`src/rtl/nettlp_pkg.sv`:
```
// Arbiter state encoding and requester limits.
package nettlp_pkg;

    typedef enum logic {
        IDLE = 1'b0,
        BUSY = 1'b1
    } ARB_STATE;

    localparam int unsigned PCIE_TX_MAX_REQ = 8;

endpackage

```
`src/rtl/pcie_tlp_pkg.sv`:
```
// Stream payload types shared by the PCIe TX datapath.
package pcie_tlp_pkg;

    localparam int unsigned PCIE_TX_DATA_W = 64;
    localparam int unsigned PCIE_TX_KEEP_W = 8;
    localparam int unsigned PCIE_TX_USER_W = 4;

    typedef struct packed {
        logic                      tvalid;
        logic                      tlast;
        logic [PCIE_TX_KEEP_W-1:0] tkeep;
        logic [PCIE_TX_DATA_W-1:0] tdata;
        logic [PCIE_TX_USER_W-1:0] tuser;
    } PCIE_TX_STREAM64;

endpackage

```
`src/rtl/pcie_tx_rr_pick.sv`:
```
// Combinational round-robin picker: first set request searching upward from last_grant+1.
module pcie_tx_rr_pick #(
    parameter int unsigned NUM_REQ = 2,
    parameter int unsigned IDX_W   = (NUM_REQ > 1) ? $clog2(NUM_REQ) : 1
) (
    input  logic [NUM_REQ-1:0] req,
    input  logic [IDX_W-1:0]   last_grant,
    output logic               valid_c,
    output logic [IDX_W-1:0]   idx_c,
    output logic [NUM_REQ-1:0] onehot_c
);

    function automatic logic [IDX_W-1:0] wrap_idx(input logic [IDX_W-1:0] base,
                                                   input int unsigned     off);
        int unsigned sum;
        sum = 32'(base) + off;
        if (sum >= NUM_REQ) sum = sum - NUM_REQ;
        return IDX_W'(sum);
    endfunction

    // Walk offsets high to low so the nearest requester after last_grant wins.
    always_comb begin
        valid_c  = 1'b0;
        idx_c    = '0;
        onehot_c = '0;
        for (int unsigned off = NUM_REQ; off >= 1; off--) begin
            if (req[wrap_idx(last_grant, off)]) begin
                valid_c  = 1'b1;
                idx_c    = wrap_idx(last_grant, off);
                onehot_c = NUM_REQ'(1) << wrap_idx(last_grant, off);
            end
        end
    end

endmodule

```
`src/rtl/pcie_tx_arbiter.sv`:
```
// Round-robin arbiter sharing the 64-bit PCIe TX stream port between NUM_REQ TLP sources,
// one whole TLP per grant, with a mid-TLP stall watchdog and per-source TLP counters.
module pcie_tx_arbiter
    import pcie_tlp_pkg::*;
    import nettlp_pkg::*;
#(
    parameter int unsigned NUM_REQ = 2,
    parameter int unsigned TIMEOUT = 1024,
    parameter int unsigned CNT_W   = 16
) (
    input  logic                                pcie_clk,
    input  logic                                pcie_rst_n,
    input  logic [NUM_REQ-1:0]                  pcie_tx_req,
    output logic [NUM_REQ-1:0]                  pcie_tx_ack,
    input  logic [NUM_REQ-1:0]                  s_tvalid,
    input  logic [NUM_REQ-1:0]                  s_tlast,
    input  logic [NUM_REQ*PCIE_TX_KEEP_W-1:0]   s_tkeep,
    input  logic [NUM_REQ*PCIE_TX_DATA_W-1:0]   s_tdata,
    input  logic [NUM_REQ*PCIE_TX_USER_W-1:0]   s_tuser,
    output logic [NUM_REQ-1:0]                  s_tready,
    output logic                                m_tvalid,
    output logic                                m_tlast,
    output logic [PCIE_TX_KEEP_W-1:0]           m_tkeep,
    output logic [PCIE_TX_DATA_W-1:0]           m_tdata,
    output logic [PCIE_TX_USER_W-1:0]           m_tuser,
    input  logic                                m_tready,
    output logic                                timeout_pulse,
    output logic                                proto_err,
    output logic [NUM_REQ*CNT_W-1:0]            tlp_cnt
);

    localparam int unsigned IDX_W = (NUM_REQ > 1) ? $clog2(NUM_REQ) : 1;
    localparam int unsigned WD_W  = (TIMEOUT > 1) ? $clog2(TIMEOUT) : 1;
    localparam logic [WD_W-1:0] WD_LAST = WD_W'(TIMEOUT - 1);

    // Async assert, release synchronised to pcie_clk.
    logic [1:0] rst_sync;
    logic       rst_n;
    always_ff @(posedge pcie_clk or negedge pcie_rst_n) begin
        if (!pcie_rst_n) rst_sync <= 2'b00;
        else             rst_sync <= {rst_sync[0], 1'b1};
    end
    assign rst_n = rst_sync[1];

    ARB_STATE             state_q, state_d;
    logic [IDX_W-1:0]     grant_q, grant_d;
    logic [IDX_W-1:0]     last_grant_q, last_grant_d;
    logic [NUM_REQ-1:0]   ack_q, ack_d;
    logic                 in_pkt_q, in_pkt_d;
    logic [WD_W-1:0]      wd_q, wd_d;
    logic                 proto_err_q, proto_err_d;
    logic                 timeout_q, timeout_d;
    logic [CNT_W-1:0]     cnt_q [NUM_REQ];
    logic [CNT_W-1:0]     cnt_d [NUM_REQ];

    PCIE_TX_STREAM64      src [NUM_REQ];
    PCIE_TX_STREAM64      strm_c;
    logic                 accept_c;
    logic                 req_g_c;
    logic                 wd_expire_c;
    logic                 pick_valid_c;
    logic [IDX_W-1:0]     pick_idx_c;
    logic [NUM_REQ-1:0]   pick_onehot_c;

    pcie_tx_rr_pick #(
        .NUM_REQ (NUM_REQ),
        .IDX_W   (IDX_W)
    ) u_pick (
        .req        (pcie_tx_req),
        .last_grant (last_grant_q),
        .valid_c    (pick_valid_c),
        .idx_c      (pick_idx_c),
        .onehot_c   (pick_onehot_c)
    );

    always_comb begin
        for (int unsigned i = 0; i < NUM_REQ; i++) begin
            src[i].tvalid = s_tvalid[i];
            src[i].tlast  = s_tlast[i];
            src[i].tkeep  = s_tkeep[i*PCIE_TX_KEEP_W +: PCIE_TX_KEEP_W];
            src[i].tdata  = s_tdata[i*PCIE_TX_DATA_W +: PCIE_TX_DATA_W];
            src[i].tuser  = s_tuser[i*PCIE_TX_USER_W +: PCIE_TX_USER_W];
        end
    end

    // Zero-latency mux from the grant register; everything is quiet outside BUSY.
    always_comb begin
        strm_c   = '0;
        s_tready = '0;
        if (state_q == BUSY) begin
            strm_c            = src[grant_q];
            s_tready[grant_q] = m_tready;
        end
    end

    assign m_tvalid = strm_c.tvalid;
    assign m_tlast  = strm_c.tlast;
    assign m_tkeep  = strm_c.tkeep;
    assign m_tdata  = strm_c.tdata;
    assign m_tuser  = strm_c.tuser;

    assign accept_c    = strm_c.tvalid & m_tready;
    assign req_g_c     = pcie_tx_req[grant_q];
    assign wd_expire_c = (TIMEOUT != 0) && in_pkt_q && !accept_c && (wd_q == WD_LAST);

    always_comb begin
        state_d      = state_q;
        grant_d      = grant_q;
        last_grant_d = last_grant_q;
        ack_d        = ack_q;
        in_pkt_d     = in_pkt_q;
        wd_d         = wd_q;
        proto_err_d  = proto_err_q;
        timeout_d    = 1'b0;
        cnt_d        = cnt_q;
        case (state_q)
            IDLE: begin
                if (pick_valid_c) begin
                    state_d  = BUSY;
                    grant_d  = pick_idx_c;
                    ack_d    = pick_onehot_c;
                    in_pkt_d = 1'b0;
                    wd_d     = '0;
                end
            end
            BUSY: begin
                if (!req_g_c && in_pkt_q) proto_err_d = 1'b1;
                // Exits in priority order: tlast, watchdog, request withdrawn between TLPs.
                if ((accept_c && strm_c.tlast) || wd_expire_c || (!req_g_c && !in_pkt_q)) begin
                    state_d      = IDLE;
                    ack_d        = '0;
                    last_grant_d = grant_q;
                    in_pkt_d     = 1'b0;
                    wd_d         = '0;
                    if (accept_c && strm_c.tlast) cnt_d[grant_q] = cnt_q[grant_q] + CNT_W'(1);
                    else if (wd_expire_c)         timeout_d = 1'b1;
                end else if (accept_c) begin
                    in_pkt_d = 1'b1;
                    wd_d     = '0;
                end else if (in_pkt_q && (TIMEOUT != 0)) begin
                    wd_d = wd_q + WD_W'(1);
                end
            end
            default: state_d = IDLE;
        endcase
    end

    always_ff @(posedge pcie_clk or negedge rst_n) begin
        if (!rst_n) begin
            state_q      <= IDLE;
            grant_q      <= '0;
            last_grant_q <= IDX_W'(NUM_REQ - 1);
            ack_q        <= '0;
            in_pkt_q     <= 1'b0;
            wd_q         <= '0;
            proto_err_q  <= 1'b0;
            timeout_q    <= 1'b0;
            for (int unsigned i = 0; i < NUM_REQ; i++) cnt_q[i] <= '0;
        end else begin
            state_q      <= state_d;
            grant_q      <= grant_d;
            last_grant_q <= last_grant_d;
            ack_q        <= ack_d;
            in_pkt_q     <= in_pkt_d;
            wd_q         <= wd_d;
            proto_err_q  <= proto_err_d;
            timeout_q    <= timeout_d;
            cnt_q        <= cnt_d;
        end
    end

    assign pcie_tx_ack   = ack_q;
    assign proto_err     = proto_err_q;
    assign timeout_pulse = timeout_q;

    always_comb begin
        for (int unsigned i = 0; i < NUM_REQ; i++) tlp_cnt[i*CNT_W +: CNT_W] = cnt_q[i];
    end

endmodule

```
`config.mk`:
```
export PLATFORM = sky130hd
export DESIGN_NAME = pcie_tx_arbiter
export DESIGN_NICKNAME = d
export VERILOG_FILES = /design/src/rtl/nettlp_pkg.sv /design/src/rtl/pcie_tlp_pkg.sv /design/src/rtl/pcie_tx_rr_pick.sv /design/src/rtl/pcie_tx_arbiter.sv
export SDC_FILE = /design/constraint.sdc
export NUM_CORES = 1
export LEC_CHECK = 0
export ABC_AREA = 0
export BUFFER_PORTS_ARGS = -buffer_cell sky130_fd_sc_hd__buf_2
export CAP_MARGIN = 10
export CORE_AREA = 2 2 108 110
export CTS_BUF_LIST = sky130_fd_sc_hd__clkbuf_2 sky130_fd_sc_hd__clkbuf_4 sky130_fd_sc_hd__clkbuf_8
export CTS_CLUSTER_DIAMETER = 80
export CTS_CLUSTER_SIZE = 20
export DETAILED_ROUTE_END_ITERATION = 6
export DIE_AREA = 0 0 110 112
export PLACE_DENSITY = 0.74
export SETUP_SLACK_MARGIN = 0.3
export SLEW_MARGIN = 20
export SYNTH_ARGS = -nofsm -noshare
export SYNTH_HDL_FRONTEND = slang
export SYNTH_HIERARCHICAL = 1
export SYNTH_SLANG_ARGS = --single-unit
```
`constraint.sdc`:
```
create_clock -name pcie_clk -period 2.9 [get_ports pcie_clk]
set_clock_uncertainty 0.2 [all_clocks]
set_input_delay 0.29 -clock pcie_clk [delete_from_list [all_inputs] [get_ports pcie_clk]]
set_output_delay 0.29 -clock pcie_clk [all_outputs]
set_load 0.02 [all_outputs]
```
==> impl_metrics.csv <==
group,metric,value,unit
global_route,grt_pass1_wl,22000,um
synth,ys_types,51,
detailed_routing,vias_per_cell,5.15,
detailed_routing,route.top_layer_used,"met5",
synth,synth_warnings,6,
synth,synthSimpleGateAreaFrac,26.3,%
synth,synth_top_family_by_area,"simple AND/OR/NAND/NOR gates",
floorplan,initial_core_util,35.6,%
detailed_routing,vias,4322,
power_and_ir_drop,p_leak,2.88,nW
cts,cts.clk_slew.worst_paths,0.09,ns
power_and_ir_drop,finalPower,4.30,mW
cts,cts.sinks,52,
power_and_ir_drop,powerDensity,768,nW/um2
min_path,hold_path.class,"flip-flop to asynchronous set/reset pin",
timing,relSlewSlack,53.4,%
timing,timing.final.crit_period,2.44,ns
placement,place_area,5490,um2
global_route,track_usage,23.1,%
floorplan,die_w,110,um
worst_setup_path,rrSetupSlack,0.54,ns
detailed_routing,wl_met2,7130,um
synth,synth_edf_count,0,
final_layout,layout_common_cells,"buf_2, mux2i_1, nor2b_1",
final_layout,fillers,1078,
detailed_routing,drtIter0Drc,263,
floorplan,fp.dieH,112,um
final_layout,area_delta_synth_final,40.6,%
detailed_routing,wl_met3,1310,um
global_route,grt_start_max_net_pins,95,
floorplan,pin_count,277,
timing,slew_viol_final,0,
worst_setup_path,reg2reg_depth,5,
final_layout,final_nets,857,
final_layout,drive_gt1_share,44.2,%
timing,setup_viol,0,
worst_setup_path,crit_arrival,1.95,ns
worst_setup_path,crit_fanout,48,
cts,cts_max_level,2,
global_route,grt_antenna_before_repair,5,
synth,synth-compound-area-share,8.68,%
cts,ctsLongestPathBuffers,2,
floorplan,placementRows,39,
global_route,grt_pass1_vias,4298,
synth,synth_area,3980,um2
cts,cts_buffers,5,
placement,place.gp.congestion,0.984,
final_layout,final_common_cell,"buf_2",
cts,cts_tree,"yes",
synth,synth-seq-cells,52,
timing,hold_viol,0,
timing,fin_tns_setup,0,ns
worst_setup_path,crit_type,"flip-flop to primary output",
synth,synth_mux_area_share,22.1,%
synth,syn_area_per_cell,9.25,um2
detailed_routing,met1_length,5940,um
detailed_routing,dr.pass1.iters,4,
placement,detailedPlacementHpwl,12000,um
worst_setup_path,critPathCaptureType,"primary output",
floorplan,dieArea,12300,um2
job,max_cap_violations,0,
worst_setup_path,crit_path_end,"m_tdata[0]",
cts,clock_latency,0.30,ns
synth,synth_xor_area_share,5.73,%
timing,worst_pin_slew,0.698,ns
timing,setup_slack,0.458,ns
timing,max_freq,410,MHz
synth,synth_cells,430,
detailed_routing,ant_nets,0,
worst_setup_path,crit_start,"grant_q$_DFFE_PN0P_",
floorplan,core_area,11200,um2
synth,async_reset_ff_share,100,%
synth,yosysSeqAreaShare,32.7,%
detailed_routing,drc,0,
placement,io_buffers,276,
timing,rsz0062_at_grt,"false",
final_layout,finalInstanceArea,5590,um2
worst_setup_path,critPathRequiredTime,2.41,ns
power_and_ir_drop,ir_drop,0.000453,V
timing,period_share,84.2,%
cts,cts_root_buf,"clkbuf_8",
outcome,outcome,"complete, no violations",
worst_setup_path,start_kind,"flip-flop",
worst_setup_path,reg2reg_to,"last_grant_q$_DFFE_PN1P_",
detailed_routing,routed_wl,14500,um
global_route,gr-total-overflow,0,
synth,synth_flop_cell,"dfrtp_1",
synth,synth_nets,593,
worst_setup_path,r2r_start,"grant_q$_DFFE_PN0P_",
synth,synthAdderAreaFrac,0.629,%
placement,dp_slack,0.532,ns
detailed_routing,wire_per_inst,17.3,um
## critical path, cell delays in order (launching register included)
cell	delay [ns]
dfrtp_4	0.70
buf_12	0.32
mux2i_1	0.30
nor2b_1	0.11
buf_2	0.17
## routing by layer
layer | vias to the layer above | track usage (%)
met1 | 2022 | 30.1
li1 | 2077 | -
met4 | 6 | 2.95
met5 | - | 0
met3 | 20 | 6.44
met2 | 197 | 38.9
## cell usage after synthesis, types with 3 or more instances
master | instances | area share [%]
a21oi_1 | 8 | 1.0
a22oi_1 | 4 | 0.75
and3_1 | 7 | 1.1
buf_2 | 12 | 1.5
clkbuf_1 | 14 | 1.3
dfrtp_1 | 51 | 32
inv_1 | 4 | 0.38
mux2_2 | 5 | 1.4
mux2i_1 | 81 | 20
nand2_1 | 25 | 2.4
nand3_1 | 10 | 1.3
nand3b_1 | 3 | 0.57
nand4_1 | 20 | 3.1
nor2_1 | 10 | 0.94
nor2b_1 | 80 | 13
nor3_1 | 5 | 0.63
nor4_1 | 7 | 1.1
o21ai_0 | 9 | 1.1
o22ai_1 | 3 | 0.47
o31ai_1 | 3 | 0.57
or3_1 | 3 | 0.47
xnor2_1 | 23 | 5.1
xor2_1 | 3 | 0.66
## metrics by stage
step                      hold WS, ns  std cells  utilization, %
after floorplan                -0.206        430               -
after global placement         -0.125        829            49.1
after detailed placement       -0.121        829            49.1
after CTS                      0.0123        838            50.0
after global routing           0.0380        839            50.1
final                         0.00126        839            50.1
## state kept, by name, summed over array words and instances, names as in the netlist
| signal | count |
|---|---|
| state_q | 1 |
| wd_q | 10 |
| grant_q | 1 |
| rst_sync | 2 |
| tlp_cnt | 32 |
| last_grant_q | 1 |
| timeout_pulse | 1 |
| proto_err | 1 |
| in_pkt_q | 1 |
| pcie_tx_ack | 2 |
## worst min path at each step
stage	from	end	cells past startpoint
final	rst_sync[1]$_DFF_PN0_	tlp_cnt[18]$_DFFE_PN0P_	0
after floorplan	pcie_rst_n	rst_sync[0]$_DFF_PN0_	0
after CTS	rst_sync[1]$_DFF_PN0_	tlp_cnt[16]$_DFFE_PN0P_	0
after global placement	pcie_rst_n	rst_sync[0]$_DFF_PN0_	1
after global routing	rst_sync[1]$_DFF_PN0_	tlp_cnt[20]$_DFFE_PN0P_	0
after detailed placement	pcie_rst_n	rst_sync[0]$_DFF_PN0_	1
## power breakdown
group | leakage [nW] | switching (mW) | total, mW | internal [mW]
registers | 0.698 | 0.160 | 0.977 | 0.818
logic | 2.13 | 1.74 | 2.90 | 1.16
clock network | 0.0493 | 0.228 | 0.420 | 0.192
total | 2.88 | 2.13 | 4.30 | 2.17
## logic make-up after synthesis
family                   after synthesis
adder cells (fa/ha/maj)                2
flip-flops                            52
XOR/XNOR                              26
AND/OR/NAND/NOR                      181
AO/OA/AOI/OAI                         49
other                                  1
buffers and inverters                 32
multiplexers                          87
## area by class of cell
type	count	area, um2	area share, %
tap	143	179	3.20
multi-input combinational	346	2530	45.2
antenna	1	2.50	0.0447
inverter	4	15.0	0.268
sequential	52	1310	23.4
clock buffer	7	83.8	1.50
timing repair buffer	285	1470	26.2
clock inverter	1	8.76	0.157
## what timing repair did
| action | in CTS | in global routing |
|---|---|---|
| resized for setup | 0 | 1 |
| setup buffers | 0 | 0 |
| hold buffers | 1 | 0 |
| setup endpoints to repair | 0 | 32 |
| hold endpoints to repair | 2 | 0 |
(Power assumes the default switching activity.)
